$ cat src/rtl/booth_r4_mul_if.sv
// ---------------------------------------------------------------------------
// booth_r4_mul_if
//   Request/result bundle between the EX-stage issue logic (master) and the
//   radix-4 Booth multiplier (slave).
//
//   start        master -> slave  request, sampled only while the unit is idle
//   signed_mode  master -> slave  1 = two's-complement operands, 0 = unsigned
//   x            master -> slave  multiplicand, WIDTH bits
//   y            master -> slave  multiplier, WIDTH bits
//   busy         slave -> master  high while an operation is in progress
//   done         slave -> master  one-cycle pulse, z valid while high
//   z            slave -> master  product, 2*WIDTH bits, held until next done
// ---------------------------------------------------------------------------
interface booth_r4_mul_if #(
  parameter int WIDTH = 16
);
  logic                 start;
  logic                 signed_mode;
  logic [WIDTH-1:0]     x;
  logic [WIDTH-1:0]     y;
  logic                 busy;
  logic                 done;
  logic [2*WIDTH-1:0]   z;

  modport master (
    output start, signed_mode, x, y,
    input  busy, done, z
  );

  modport slave (
    input  start, signed_mode, x, y,
    output busy, done, z
  );
endinterface

$ cat src/rtl/booth_r4_mul.sv
// ---------------------------------------------------------------------------
// booth_r4_mul
//   Sequential radix-4 Booth multiplier with configurable operand width and a
//   signed/unsigned mode. Retires two multiplier bits per clock, so an
//   operation takes WIDTH/2+1 cycles; a zero operand short-circuits to a
//   result of 0 one cycle after start.
//
//   clk    rising-edge clock
//   rst_n  synchronous, active-low reset; aborts any operation in flight
//   bus    booth_r4_mul_if.slave: start/signed_mode/x/y in, busy/done/z out
// ---------------------------------------------------------------------------
module booth_r4_mul #(
  parameter int WIDTH = 16
) (
  input  logic         clk,
  input  logic         rst_n,
  booth_r4_mul_if.slave bus
);

  // Operands get two extra bits so unsigned values stay positive once they
  // are treated as signed Booth operands.
  localparam int W2   = WIDTH + 2;
  localparam int N    = W2 / 2;
  localparam int AW   = W2 + 2;
  localparam int CW   = $clog2(N);
  localparam logic [CW-1:0] LAST = CW'(N - 1);

  localparam logic [0:0] IDLE = 1'b0;
  localparam logic [0:0] CALC = 1'b1;

  generate
    if ((WIDTH % 2) != 0 || WIDTH < 4) begin : g_bad_width
      $error("booth_r4_mul: WIDTH must be even and >= 4");
    end
  endgenerate

  logic [0:0]         state;
  logic [CW-1:0]      cnt;
  logic [W2-1:0]      m_reg;
  logic [AW-1:0]      acc;
  logic [W2-1:0]      lo;
  logic [W2:0]        win;
  logic [2*WIDTH-1:0] z_reg;
  logic               done_reg;
  logic               zero_pend;

  logic [W2-1:0]      x_ext;
  logic [W2-1:0]      y_ext;
  logic [AW-1:0]      m_se;
  logic [AW-1:0]      pp;
  logic [AW-1:0]      sum;
  logic [AW-1:0]      acc_nxt;
  logic [W2-1:0]      lo_nxt;
  logic [2*WIDTH-1:0] z_nxt;

  // Operand extension and one Booth step: pick the partial product from the
  // 3-bit window, add it to the upper accumulator, then shift the
  // {acc, lo} pair right by two with sign fill. After N steps the pair holds
  // the full product; only the low 2*WIDTH bits are ever delivered.
  always_comb begin
    x_ext = bus.signed_mode ? {{2{bus.x[WIDTH-1]}}, bus.x} : {2'b00, bus.x};
    y_ext = bus.signed_mode ? {{2{bus.y[WIDTH-1]}}, bus.y} : {2'b00, bus.y};

    m_se = {{2{m_reg[W2-1]}}, m_reg};
    pp   = '0;
    case (win[2:0])
      3'b001, 3'b010: pp = m_se;
      3'b011:         pp = m_se << 1;
      3'b100:         pp = -(m_se << 1);
      3'b101, 3'b110: pp = -m_se;
      default:        pp = '0;
    endcase

    sum     = acc + pp;
    acc_nxt = {{2{sum[AW-1]}}, sum[AW-1:2]};
    lo_nxt  = {sum[1:0], lo[W2-1:2]};
    z_nxt   = (2*WIDTH)'({acc_nxt, lo_nxt});
  end

  // Control and datapath registers. done is a one-cycle pulse raised either
  // by the last Booth step or, one cycle after start, by the zero-operand
  // early-out; the FSM is already IDLE in that cycle, so a new start is
  // accepted without a bubble.
  always_ff @(posedge clk) begin
    if (!rst_n) begin
      state     <= IDLE;
      cnt       <= '0;
      m_reg     <= '0;
      acc       <= '0;
      lo        <= '0;
      win       <= '0;
      z_reg     <= '0;
      done_reg  <= 1'b0;
      zero_pend <= 1'b0;
    end else begin
      done_reg  <= 1'b0;
      zero_pend <= 1'b0;

      if (zero_pend) begin
        z_reg    <= '0;
        done_reg <= 1'b1;
      end

      case (state)
        IDLE: begin
          if (bus.start) begin
            m_reg <= x_ext;
            win   <= {y_ext, 1'b0};
            acc   <= '0;
            lo    <= '0;
            cnt   <= '0;
            if (bus.x == '0 || bus.y == '0) begin
              zero_pend <= 1'b1;
            end else begin
              state <= CALC;
            end
          end
        end

        CALC: begin
          acc <= acc_nxt;
          lo  <= lo_nxt;
          win <= {2'b00, win[W2:2]};
          cnt <= cnt + 1'b1;
          if (cnt == LAST) begin
            state    <= IDLE;
            z_reg    <= z_nxt;
            done_reg <= 1'b1;
          end
        end

        default: state <= IDLE;
      endcase
    end
  end

  assign bus.busy = (state == CALC);
  assign bus.done = done_reg;
  assign bus.z    = z_reg;

endmodule

$ cat src/flat_wrapper.sv
// flat-port wrapper written by rule: the top's interface ports become plain ports
module booth_r4_mul_flat 
#(
  parameter int WIDTH = 16
)
  (clk, rst_n, bus_start, bus_signed_mode, bus_x, bus_y, bus_busy, bus_done, bus_z);
  booth_r4_mul_if #(.WIDTH(WIDTH)) bus_i ();
  input  logic clk;
  input  logic rst_n;
  input wire logic [$bits(bus_i.start)-1:0] bus_start;
  input wire logic [$bits(bus_i.signed_mode)-1:0] bus_signed_mode;
  input wire logic [$bits(bus_i.x)-1:0] bus_x;
  input wire logic [$bits(bus_i.y)-1:0] bus_y;
  output wire logic [$bits(bus_i.busy)-1:0] bus_busy;
  output wire logic [$bits(bus_i.done)-1:0] bus_done;
  output wire logic [$bits(bus_i.z)-1:0] bus_z;
  assign bus_i.start = bus_start;
  assign bus_i.signed_mode = bus_signed_mode;
  assign bus_i.x = bus_x;
  assign bus_i.y = bus_y;
  assign bus_busy = bus_i.busy;
  assign bus_done = bus_i.done;
  assign bus_z = bus_i.z;
  booth_r4_mul #(.WIDTH(WIDTH)) u_core (.clk(clk), .rst_n(rst_n), .bus(bus_i));
endmodule
$ cat config.mk
export PLATFORM = sky130hd
export DESIGN_NAME = booth_r4_mul_flat
export DESIGN_NICKNAME = d
export VERILOG_FILES = /design/src/rtl/booth_r4_mul_if.sv /design/src/rtl/booth_r4_mul.sv /design/src/flat_wrapper.sv
export SDC_FILE = /design/constraint.sdc
export NUM_CORES = 1
export LEC_CHECK = 0
export ABC_AREA = 1
export BUFFER_PORTS_ARGS = -buffer_cell sky130_fd_sc_hd__buf_2
export CAP_MARGIN = 20
export CORE_UTILIZATION = 23
export DETAILED_ROUTE_END_ITERATION = 10
export PLACE_DENSITY = 0.51
export SLEW_MARGIN = 20
export SYNTH_ARGS = -nofsm -noshare
export SYNTH_HDL_FRONTEND = slang
export SYNTH_SLANG_ARGS = --single-unit
$ cat constraint.sdc
create_clock -name clk -period 3 [get_ports clk]
set_clock_uncertainty 0.15 [all_clocks]
set_input_delay 0.3 -clock clk [delete_from_list [all_inputs] [get_ports clk]]
set_output_delay 0.3 -clock clk [all_outputs]
set_load 0.02 [all_outputs]
=== Word level (Yosys, flattened, before mapping) ===
Index checks and enable logic that the tools add are counted.

* Word-level logic and storage cells: 53
* Bits in registers: 114
* Output and inout bits: 34

* Multiplexer cells: 22
* Reductions and logical operators: 7
* Bitwise gates (word level): 3
* Add/sub/neg operators: 4
* Equality and inequality tests: 8

{| class="wikitable"
|+ Operator list
! kind !! number
|-
| $mux W32 || 3
|-
| $pmux W20 S4 || 1
|-
| $mux W18 || 3
|-
| $neg A20 Y20 || 2
|-
| $pmux W20 S2 || 1
|-
| $pmux W19 S2 || 1
|-
| $pmux W18 S2 || 1
|-
| $logic_not A16 Y1 || 2
|-
| $add A20 B20 Y20 || 1
|-
| $mux W20 || 1
|-
| $mux W19 || 1
|-
| $eq A3 B3 Y1 const B || 3
|-
| $pmux W4 S2 || 1
|-
| $mux W1 || 7
|-
| $eq A3 B2 Y1 const B || 2
|-
| $add A4 B1 Y4 const B || 1
|-
| $eq A4 B4 Y1 const B || 1
|-
| $mux W4 || 1
|-
| $reduce_or A2 Y1 || 2
|-
| $eq A3 B1 Y1 const B || 1
|-
| $not A1 Y1 || 3
|-
| $reduce_or A3 Y1 || 1
|-
| $ne A2 B2 Y1 const B || 1
|-
| $pmux W1 S2 || 1
|-
| 2 further kinds || 2
|}

=== Longest topological paths before layout ===
Gate-level depths: netlist (run 1).

* Depth in word-level cells: 6
* Gate-level depth with buffers: 22
* Mapped depth without buffers: 22

=== Worst setup path after synthesis (run 1) ===
OpenSTA, ideal clock, no wires.

* Path kind: register to register
* Start point: reg u_core.m_reg[1]
* End point: reg u_core.acc[11]
* Data arrival time: 2516 ps
* Setup slack: 202 ps
* Setup time: 132 ps
* Stages on the path, launching flop included: 20
* Clock period less this slack: 2798 ps
* Path through: dfxtp_1 inv_1 ha_1 nand3_2 nor2_4 nand3_2 nor3_1 inv_1 nand2_1 inv_1 nand2_1 o2111ai_1 ha_1 a21o_1 o21bai_1 nor2_1 nand2_1 or2_1 nand3_1 a21oi_1

* Word-level cells in the longest chain between the ends: 4
* Elaborated cells between the ends (all ways): 5
* Classes of those cells: add/sub (3); mux (2)

{| class="wikitable"
|+ Ends and longest elaborated chain
! item !! RTL line !! source
|-
| start, declared || booth_r4_mul.sv:39 || <nowiki>logic [W2-1:0] m_reg;</nowiki>
|-
| start signal, assigned || booth_r4_mul.sv:107 || <nowiki>m_reg <= x_ext;</nowiki>
|-
| $neg A20 Y20, on equally long branches || booth_r4_mul.sv:70, booth_r4_mul.sv:69 ||
|-
| $pmux W20 S4 * || booth_r4_mul.sv:66 || <nowiki>case (win[2:0])</nowiki>
|-
| $add A20 B20 Y20 * || booth_r4_mul.sv:74 || <nowiki>sum = acc + pp;</nowiki>
|-
| $pmux W20 S2 * || booth_r4_mul.sv:104 || <nowiki>case (state)</nowiki>
|-
| end signal, assigned || booth_r4_mul.sv:121 || <nowiki>acc <= acc_nxt;</nowiki>
|-
| end, declared || booth_r4_mul.sv:40 || <nowiki>logic [AW-1:0] acc;</nowiki>
|}

Every way passes the cells marked *; elsewhere a longest branch is shown, timed or not.
A chain may end at the register's enable or synchronous reset.

=== Final worst setup path (run 1) ===
* Start point: reg u_core.m_reg[0]
* End point: reg u_core.acc[11]

Same word-level chain as after synthesis.

==> metrics.yaml, run 1 <==
logic_synthesis:
  ys_warn_count: 0
  ys_ff_latch: 108
  synthArstFlopShare_pct: 0
  synth-edff-count: 0
  ys.flop_type: "dfxtp_1"
  syn_area_um2: 5860
  yosysUniqueCellTypes: 46
  synth_seq_area_share_pct: 36.9
  synthesis.instances: 817
  avgSynthCellArea_um2: 7.17
  syn_nets: 876
critical_path:
  required_ns: 3.14
  arrival_ns: 3.13
  crit_chain: "inv_2 > ha_4 > nand3_4 > nor2_4 > nand3_4 > xor2_2 > nand2_1 > o21ai_1 > a21oi_1 > o21ai_1 > ha_1 > nand2_2 > inv_2 > nand2_4 > nor3_2 > nand2_1 > nand2_2 > or2_1 > nand3_1 > a21oi_1"
  worst-setup-path-type: "reg2reg"
  crit_path_start: "u_core.m_reg[0]"
  worst_setup_path_start_kind: "flop"
  r2r_cells: 20
  cpPeakStageDelay_ns: 0.41
  rrSetupSlack_ns: 0.01
  reg2reg_to: "u_core.acc[11]"
  timing.rr.start: "u_core.m_reg[0]"
  slowest_stage: "ha_1"
  crit_end: "u_core.acc[11]"
  cp-end-kind: "flop"
  critical_path.max_fanout: 4
flow_run:
  cap_viol_max_count: 0
layout:
  final-seq-area_um2: 2170
  fill_cells: 2740
  area_growth_pct: 43.4
  postLayoutCellArea_um2: 8410
  final_util_pct: 33.5
  final_net_count: 1055
  n_antenna_cell: 0
  drive_gt1_share_pct: 34.9
  largest_reg_flops: 32
  final_cells: 1331
  multi_input_area_um2: 3850
floorplanning:
  std_cell_rows: 58
  die_area_um2: 26100
  core_area_um2: 25100
  die_w_um: 162
  io_pins: 70
  initial_utilization_pct: 23.3
  die_h_um: 162
timing:
  fin_crit_ns: 2.99
  fin_crit_sh_pct: 99.5
  drv_slew: 0
  timing.final.hold_violations: 0
  setup_violations: 0
  tightest_slew_ns: 0.622
  slew_headroom_pct: 58.5
  fmax_mhz: 335
  rsz0062_at_grt: "true"
  whs_ns: 0.00768
grt:
  grt_usage_pct: 14.2
  grt_max_degree: 55
  grt_pass1_wl_mm: 29.5
  grt_pass1_vias: 5766
  grt_overflow_total: 0
  antenna_found_initial: 0
route:
  avgViaCountPerCell: 4.60
  drt-pass1-iter-count: 4
  drt-initial-drc-count: 285
  num_vias: 6126
  ant_nets: 0
  drt-total-wl_mm: 18.4
  drt-wirelength-per-cell_um: 13.9
  drc: 0
power_and_ir_drop:
  ir_worst_vdd_v: 0.000250
  power_density_nw_per_um2: 411
  leakage_nw: 3.69
  total_power_mw: 3.45
clock_tree:
  numClockSinks: 108
  root_buffer: "clkbuf_16"
  cts_tree: "built"
  clkTransAtPathRegs_ns: 0.08
  cts_buffers: 9
  h-tree-depth: 3
  cts_buffer_depth: 2
  clk_latency_ns: 0.36
placement:
  placed_area_um2: 7250
  dpl.hpwl_mm: 13.2
  port_buffers: 69
  gp_congestion: 0.848
  dp_cells: 1284
worst_hold_path:
  worstHoldPathType: "in2reg"
status:
  outcome: "complete, no violations"
worst max-delay path: cells and delay by family, from the launching register on:
| family | cells | cell delay [ns] |
|---|---|---|
| buffers and inverters | 2 | 0.16 |
| DFF | 1 | 0.33 |
| and+or+nand+nor | 11 | 1.12 |
| adders and majority gates | 2 | 0.57 |
| AOI/OAI and AO/OA | 4 | 0.45 |
| xor gates and xnor gates | 1 | 0.17 |
metrics by stage:
step,setup WS [ns],TNS [ns]
detailed placement,-0.146,-1.40
finish,0.0137,0
floorplan,0.202,0
global route,-0.231,-2.53
global placement,-0.101,-1.18
CTS,-0.0114,-0.0141
cell families after synthesis:
family	Yosys count	share of synthesized area, %
flip-flops	108	36.9
AND/OR/NAND/NOR	390	29.7
AO/OA/AOI/OAI	172	18.7
adder cells (fa/ha/maj)	23	5.04
buffers and inverters	108	7.24
XOR/XNOR	16	2.39
worst min-delay path by stage:
stage	start	end	slack, ns	depth (start not counted)
floorplan	bus_x[0]	u_core.m_reg[0]	0.26	2
global placement	u_core.bus.z[26]	u_core.bus.z[26]	0.30	2
detailed placement	u_core.bus.z[24]	u_core.bus.z[24]	0.31	2
CTS	bus_x[4]	u_core.m_reg[4]	0.001	3
global route	bus_x[2]	u_core.m_reg[2]	0.02	3
finish	bus_x[2]	u_core.m_reg[2]	0.008	3
power breakdown:
group	internal [mW]	switching, mW	total, mW
Clock	0.610	0.616	1.23
Combinational	0.327	0.396	0.723
Sequential	1.47	0.0347	1.50
Total	2.41	1.05	3.45
Yosys cell counts, types with 3 or more instances:
master	number	area (µm²)
nand4_1	13	81.3
nand3_2	5	50.1
o211ai_1	3	22.5
a21o_1	3	22.5
nor4_1	10	62.6
xor2_1	14	123
a21oi_1	69	345
ha_1	22	275
nand2_1	235	882
o21ai_0	37	185
clkbuf_1	15	56.3
nor2_2	9	56.3
o22ai_1	6	37.5
nand2_2	5	31.3
nor3_1	9	45.0
dfxtp_1	108	2160
buf_2	15	75.1
a32o_1	23	230
a22oi_1	10	75.1
or2_1	3	18.8
nor2_4	4	45.0
inv_1	69	259
nand3_1	46	230
nand3b_1	6	45.0
inv_2	6	22.5
nor2_1	39	146
o2111ai_1	5	43.8
or2_2	3	18.8
timing repair:
| item | CTS | global route |
|---|---|---|
| endpoints found under the setup margin | 24 | 27 |
| pin swaps | 17 | 62 |
| resized for setup | 35 | 107 |
| gates cloned | 0 | 0 |
| setup buffers | 6 | 20 |
| hold buffers | 7 | 0 |
| endpoints found under the hold margin | 7 | 0 |
layout by cell type, fill, tap and decap left out, types with 10 or more instances in the layout:
cell,instances
nand2_1,218
dfxtp_1,104
inv_2,12
nand4_1,13
nand2_2,15
nor2_2,14
a32o_1,23
ha_4,10
a21oi_2,19
nor2_1,26
xor2_1,10
inv_1,62
nor4_1,10
nor2_4,12
buf_4,118
a21oi_1,49
nand3_1,39
buf_2,69
ha_1,10
o21ai_0,31
layout make-up:
type | count | area share [%]
Timing Repair Buffer | 200 | 16.4
Sequential cell | 108 | 25.8
Inverter | 76 | 3.44
Clock buffer | 10 | 2.84
Clock inverter | 6 | 0.729
Tap cell | 330 | 4.91
Multi-Input combinational cell | 601 | 45.8
layer usage:
layer,up-vias,track usage [%],wire (µm)
li1,3137,-,-
met1,2876,19.2,8820
met2,95,23.4,8860
met3,18,1.54,426
met4,0,4.72,328
met5,-,0,0
(Power assumes the default switching activity.)
==> run 2: changes to the inputs <==
- ABC_AREA: 1 -> not set
==> run 2 against run 1 <==
  * The run now ends with setup timing left
  * Die area grew 2.0%
  * Hold slack better by 0.019 ns
  * Largest power group unchanged
  * Critical endpoint is now u_core.acc[14]
  * Worst setup slack worse by 0.59 ns
==> metrics.yaml, run 2 <==
logic_synthesis:
  avgSynthCellArea_um2: 7.96
  synthesis.instances: 751
  synthMuxAreaShare_pct: 3.56
  synth.area.top_cells: "dfxtp_1 (36%), a21oi_1 (7.3%), nor2_1 (6.0%), nand2_1 (4.8%), ha_1 (4.6%)"
  synth_xor_area_share_pct: 5.42
  yosysUniqueCellTypes: 56
  synth_seq_area_share_pct: 36.2
  synthArstFlopShare_pct: 0
  synth_common_cells: "dfxtp_1 (108), nor2_1 (95), a21oi_1 (87)"
  yosys.area_share.simple_pct: 21.5
  synth_top_cell_by_area: "dfxtp_1"
  synthAdderAreaFrac_pct: 4.94
  syn_nets: 810
  synth_top_family_by_area: "compound AO/OA/AOI/OAI gates"
  ys.flop_type: "dfxtp_1"
  syn_area_um2: 5980
  yosysMostFrequentCell: "dfxtp_1"
  synth_compound_area_share_pct: 23.5
  synth-edff-count: 0
  ys_warn_count: 0
  netlist.area_leader.share_pct: 36.2
  ys_ff_latch: 108
floorplanning:
  io_pins: 70
  std_cell_rows: 58
  initial_utilization_pct: 23.6
  core_area_um2: 25300
  die_area_um2: 26600
  die_h_um: 163
  die_w_um: 163
critical_path:
  timing.rr.start: "u_core.m_reg[2]"
  required_ns: 3.11
  rrSetupSlack_ns: -0.57
  arrival_ns: 3.68
  reg2reg_to: "u_core.acc[14]"
  crit_end: "u_core.acc[14]"
  worst-setup-path-type: "reg2reg"
  r2r_cells: 16
  crit_path_start: "u_core.m_reg[2]"
  worst_setup_path_start_kind: "flop"
  cp-end-kind: "flop"
  critical_path.max_fanout: 3
timing:
  whs_ns: 0.0266
  setup_violations: 22
  fmax_mhz: 280
  setup_ws_ns: -0.572
  fin_crit_sh_pct: 119
  timing.final.hold_violations: 0
  slew_headroom_pct: 52.9
  rsz0062_at_grt: "true"
  drv_slew: 0
  fin_crit_ns: 3.57
  tightest_slew_ns: 0.704
worst_hold_path:
  worstHoldPathType: "in2reg"
placement:
  dpl.hpwl_mm: 12.9
  port_buffers: 69
  dp_cells: 1200
  gp_congestion: 0.881
grt:
  antenna_found_initial: 0
  grt_usage_pct: 14.0
  grt_pass1_vias: 5809
  grt_pass1_wl_mm: 29.7
  grt_overflow_total: 0
  grt_max_degree: 75
clock_tree:
  h-tree-depth: 3
  numClockSinks: 108
  clkTransAtPathRegs_ns: 0.08
  holdBufCountCts: 0
  clk_latency_ns: 0.37
  cts_tree: "built"
  cts_buffer_depth: 2
  cts_buffers: 9
  root_buffer: "clkbuf_16"
layout:
  drive_gt1_share_pct: 33.7
  area_growth_pct: 40.2
  final_common_cell: "buf_4"
  final_util_pct: 33.1
  final_net_count: 965
  largest_reg_flops: 32
  n_antenna_cell: 0
  final_cell_mix: "buf_4 (120), dfxtp_1 (103), nor2_1 (87)"
  final_cells: 1241
flow_run:
  cap_viol_max_count: 0
route:
  drt-wirelength-per-cell_um: 14.7
  drt-pass1-iter-count: 4
  drt-total-wl_mm: 18.2
  ant_nets: 0
  drc: 0
  num_vias: 5960
  drt-initial-drc-count: 355
  avgViaCountPerCell: 4.80
power_and_ir_drop:
  leakage_nw: 3.54
  power_switching_mw: 1.12
  switching_share_pct: 30.6
  p_int_mw: 2.55
  power_density_nw_per_um2: 438
  ir_worst_vdd_v: 0.000284
  p_comb_share_pct: 22.6
  power_frac_seq_pct: 41.3
  p_clk_share_pct: 36.1
status:
  violations: "setup timing"
  outcome: "finished, violations left"
run 2: cell types whose count changed after synthesis, sizes merged, moves of 27 or more:
cell | before | now
nand2 | 240 | 78
inv | 75 | 18
nor2 | 52 | 95
nand3 | 51 | 16
clkbuf | 15 | 46
nor3b | 0 | 29
a22o | 0 | 27
run 2: kinds of logic after synthesis:
logic type | Yosys count
AND/OR/NAND/NOR | 268
AO/OA/AOI/OAI | 220
flip-flops | 108
buffers and inverters | 74
XOR/XNOR | 37
adder cells (fa/ha/maj) | 23
multiplexers | 21
run 2: cell type report:
cell class | instances | area, µm²
Fill cell | 2633 | 16900
Multi-Input combinational cell | 569 | 4040
Sequential cell | 108 | 2170
Timing Repair Buffer | 198 | 1360
Tap cell | 330 | 413
Clock buffer | 9 | 225
Clock inverter | 7 | 97.6
Inverter | 20 | 78.8
run 2: worst min path at each step:
stage	from	end	slack, ns	cells after the start
after global routing	bus_x[11]	u_core.m_reg[11]	0.04	3
after global placement	u_core.bus.z[26]	u_core.bus.z[26]	0.29	2
after detailed placement	u_core.bus.z[29]	u_core.bus.z[29]	0.29	2
after CTS	bus_x[13]	u_core.m_reg[13]	0.01	3
final	bus_x[13]	u_core.m_reg[13]	0.03	3
after floorplan	bus_x[0]	u_core.m_reg[0]	0.28	2
run 2: routing by layer:
layer  global-route usage (%)  vias to the layer above  routed length, µm
met3                     2.23                       26                606
met5                        0                        -                  0
met2                     24.1                       93               8810
met4                     5.06                        0                387
li1                         -                     3003                  -
met1                     17.6                     2838               8420
run 2: worst max-delay path, cell delays in order, from the launching register on:
cell      delay, ns
dfxtp_2        0.34
nor3_4         0.23
buf_4          0.16
nand2_2        0.05
or4_4          0.43
xor2_2         0.18
mux2_4         0.28
a22oi_2        0.14
a21oi_2        0.09
ha_4           0.18
nor2_2         0.11
o211ai_1       0.13
a211oi_2       0.33
nor2_2         0.09
o21ai_1        0.17
a211oi_1       0.09
a311o_1        0.31
run 2: stage by stage:
step | power (mW) | instance area (µm²) | setup TNS (ns) | setup slack (ns)
floorplan | 1.95 | 6060 | -3.38 | -0.338
global placement | 2.23 | 7390 | -8.80 | -0.514
detailed placement | 2.23 | 7390 | -9.71 | -0.569
CTS | 3.65 | 8100 | -7.40 | -0.452
global route | 3.84 | 8380 | -11.95 | -0.702
finish | 3.67 | 8380 | -8.43 | -0.572
run 2: what timing repair did:
action,CTS,global route
setup endpoints to repair,26,26
cloned,0,0
gates resized for setup,58,41
pin swaps,30,33
buffers inserted,15,11
run 2: power by group through the flow:
| stage | sequential, mW | clock [mW] | combinational (mW) |
|---|---|---|---|
| 2_1_floorplan | 1.53 | 0 | 0.425 |
| 3_3_place_gp | 1.55 | 0 | 0.683 |
| 3_5_place_dp | 1.55 | 0 | 0.686 |
| 4_1_cts | 1.52 | 1.36 | 0.768 |
| 5_1_grt | 1.52 | 1.41 | 0.910 |
| 6_report | 1.52 | 1.32 | 0.827 |
==> run 3: changes to the inputs <==
- SKIP_LAST_GASP: not set -> 1
==> run 3 against run 2 <==
  * The run still ends with setup timing left
  * Core utilization rose by 0.16 points
  * Clock-buffer cell count stayed put
  * Sequential share of layout area fell by 0.13 points
  * Hold slack barely moved
  * Sequential power barely moved
  * Die area is the same
  * Critical path depth up 1
  * Flip-flop and latch count did not move
  * Final cell count about the same
  * Fmax about the same
  * First-iteration DRC count down 6.8%
  * Highest routed layer unchanged
==> metrics.yaml, run 3 (same netlist as run 2, synthesis figures left out) <==
placement:
  port_buffers: 69
  pre_cts_ws_ns: -0.569
  gp_congestion: 0.881
  dpl.hpwl_mm: 12.9
  dp_cells: 1200
clock_tree:
  cts_buffer_depth: 2
  h-tree-depth: 3
  cts_buffers: 9
  root_buffer: "clkbuf_16"
  cts_tree: "built"
  numClockSinks: 108
  clk_latency_ns: 0.36
  clkTransAtPathRegs_ns: 0.08
route:
  drt-initial-drc-count: 331
  ant_nets: 0
  drt-wirelength-per-cell_um: 14.8
  drt-total-wl_mm: 18.3
  num_vias: 5970
  avgViaCountPerCell: 4.81
  drc: 0
  drt-pass1-iter-count: 6
power_and_ir_drop:
  switching_share_pct: 30.7
  p_clk_share_pct: 36.1
  ir_worst_vdd_v: 0.000284
  power_density_nw_per_um2: 435
  power_switching_mw: 1.12
  leakage_nw: 3.55
  p_int_mw: 2.54
  p_comb_share_pct: 22.4
  power_frac_seq_pct: 41.4
floorplanning:
  core_area_um2: 25300
  std_cell_rows: 58
  die_w_um: 163
  io_pins: 70
  die_h_um: 163
  die_area_um2: 26600
  initial_utilization_pct: 23.6
critical_path:
  cp-end-kind: "flop"
  crit_chain: "nor3_4 > buf_4 > nand2_2 > or4_4 > xor2_2 > mux2_4 > a22oi_2 > a21oi_2 > ha_4 > nor2_2 > o211ai_1 > buf_4 > a211oi_4 > nor2_2 > o21ai_1 > a211oi_1 > a311o_1"
  arrival_ns: 3.68
  worst_setup_path_start_kind: "flop"
  critical_path.max_fanout: 3
  cpPeakStageDelay_ns: 0.43
  required_ns: 3.11
  worst-setup-path-type: "reg2reg"
  slowest_stage: "or4_4"
  crit_family: "compound AO/OA/AOI/OAI gates"
  critPathBufInv: 2
layout:
  area_growth_pct: 40.9
  final_util_pct: 33.2
  final_common_cell: "buf_4"
  final_net_count: 966
  n_antenna_cell: 0
  drive_gt1_share_pct: 33.7
  final_cell_mix: "buf_4 (122), dfxtp_1 (103), nor2_1 (88)"
  final_cells: 1242
  largest_reg_flops: 32
timing:
  timing.final.hold_violations: 0
  fin_crit_sh_pct: 119
  rsz0062_at_grt: "true"
  slew_headroom_pct: 53.0
  drv_slew: 0
  setup_violations: 24
  tightest_slew_ns: 0.705
  setup_ws_ns: -0.573
  fin_crit_ns: 3.57
  fmax_mhz: 280
  whs_ns: 0.0264
grt:
  grt_pass1_vias: 5807
  grt_overflow_total: 0
  grt_pass1_wl_mm: 29.6
  antenna_found_initial: 0
  grt_max_degree: 75
  grt_usage_pct: 14.0
status:
  outcome: "finished, violations left"
  violations: "setup timing"
worst_hold_path:
  worstHoldPathType: "in2reg"
flow_run:
  cap_viol_max_count: 0
-- run 3: metrics by stage --
step | setup TNS [ns] | instance area [µm²] | power (mW)
final | -8.62 | 8420 | 3.66
after floorplan | -3.38 | 6060 | 1.95
after detailed placement | -9.71 | 7390 | 2.23
after CTS | -7.55 | 8080 | 3.64
after global placement | -8.80 | 7390 | 2.23
after global routing | -12.21 | 8420 | 3.84
-- run 3: power groups by stage --
stage / clock network (mW) / logic, mW / registers [mW]
3_3_place_gp: 0 / 0.683 / 1.55
4_1_cts: 1.36 / 0.766 / 1.52
6_report: 1.32 / 0.822 / 1.52
5_1_grt: 1.41 / 0.904 / 1.52
3_5_place_dp: 0 / 0.686 / 1.55
2_1_floorplan: 0 / 0.425 / 1.53
-- run 3: final timing paths --
kind                                    endpoint              from  slack, ns  cells past startpoint
worst max-delay path              u_core.acc[14]   u_core.m_reg[2]      -0.57                     17
worst min-delay path            u_core.m_reg[13]         bus_x[13]       0.03                      3
worst max register to register    u_core.acc[14]   u_core.m_reg[2]      -0.57                     17
worst min register to register  u_core.bus.z[26]  u_core.bus.z[26]       0.30                      2
-- run 3: final cells by class --
cell class,instances,area (µm²)
Clock buffer,9,225
Clock inverter,7,97.6
Fill cell,2622,16900
Inverter,20,78.8
Multi-Input combinational cell,569,4070
Sequential cell,108,2170
Tap cell,330,413
Timing Repair Buffer,199,1360
-- run 3: metal layers --
layer | share of wire (%) | wire length, µm | global-route usage [%]
met3 | 3.2 | 587 | 2.23
met4 | 2.0 | 368 | 5.06
met5 | 0 | 0 | 0
met2 | 48 | 8880 | 24.1
met1 | 46 | 8480 | 17.6
-- run 3: worst register-to-register path, stage by stage (launching register included) --
cell      delay (ns)
dfxtp_2         0.34
nor3_4          0.23
buf_4           0.16
nand2_2         0.05
or4_4           0.43
xor2_2          0.18
mux2_4          0.28
a22oi_2         0.14
a21oi_2         0.09
ha_4            0.18
nor2_2          0.12
o211ai_1        0.09
buf_4           0.15
a211oi_4        0.24
nor2_2          0.07
o21ai_1         0.15
a211oi_1        0.09
a311o_1         0.32
-- run 3: timing repair --
item / 4_1_cts / 5_1_grt
buffers inserted: 15 / 13
pin swaps: 30 / 29
hold buffers: 0 / 0
resized for setup: 53 / 49
endpoints found under the setup margin: 26 / 26
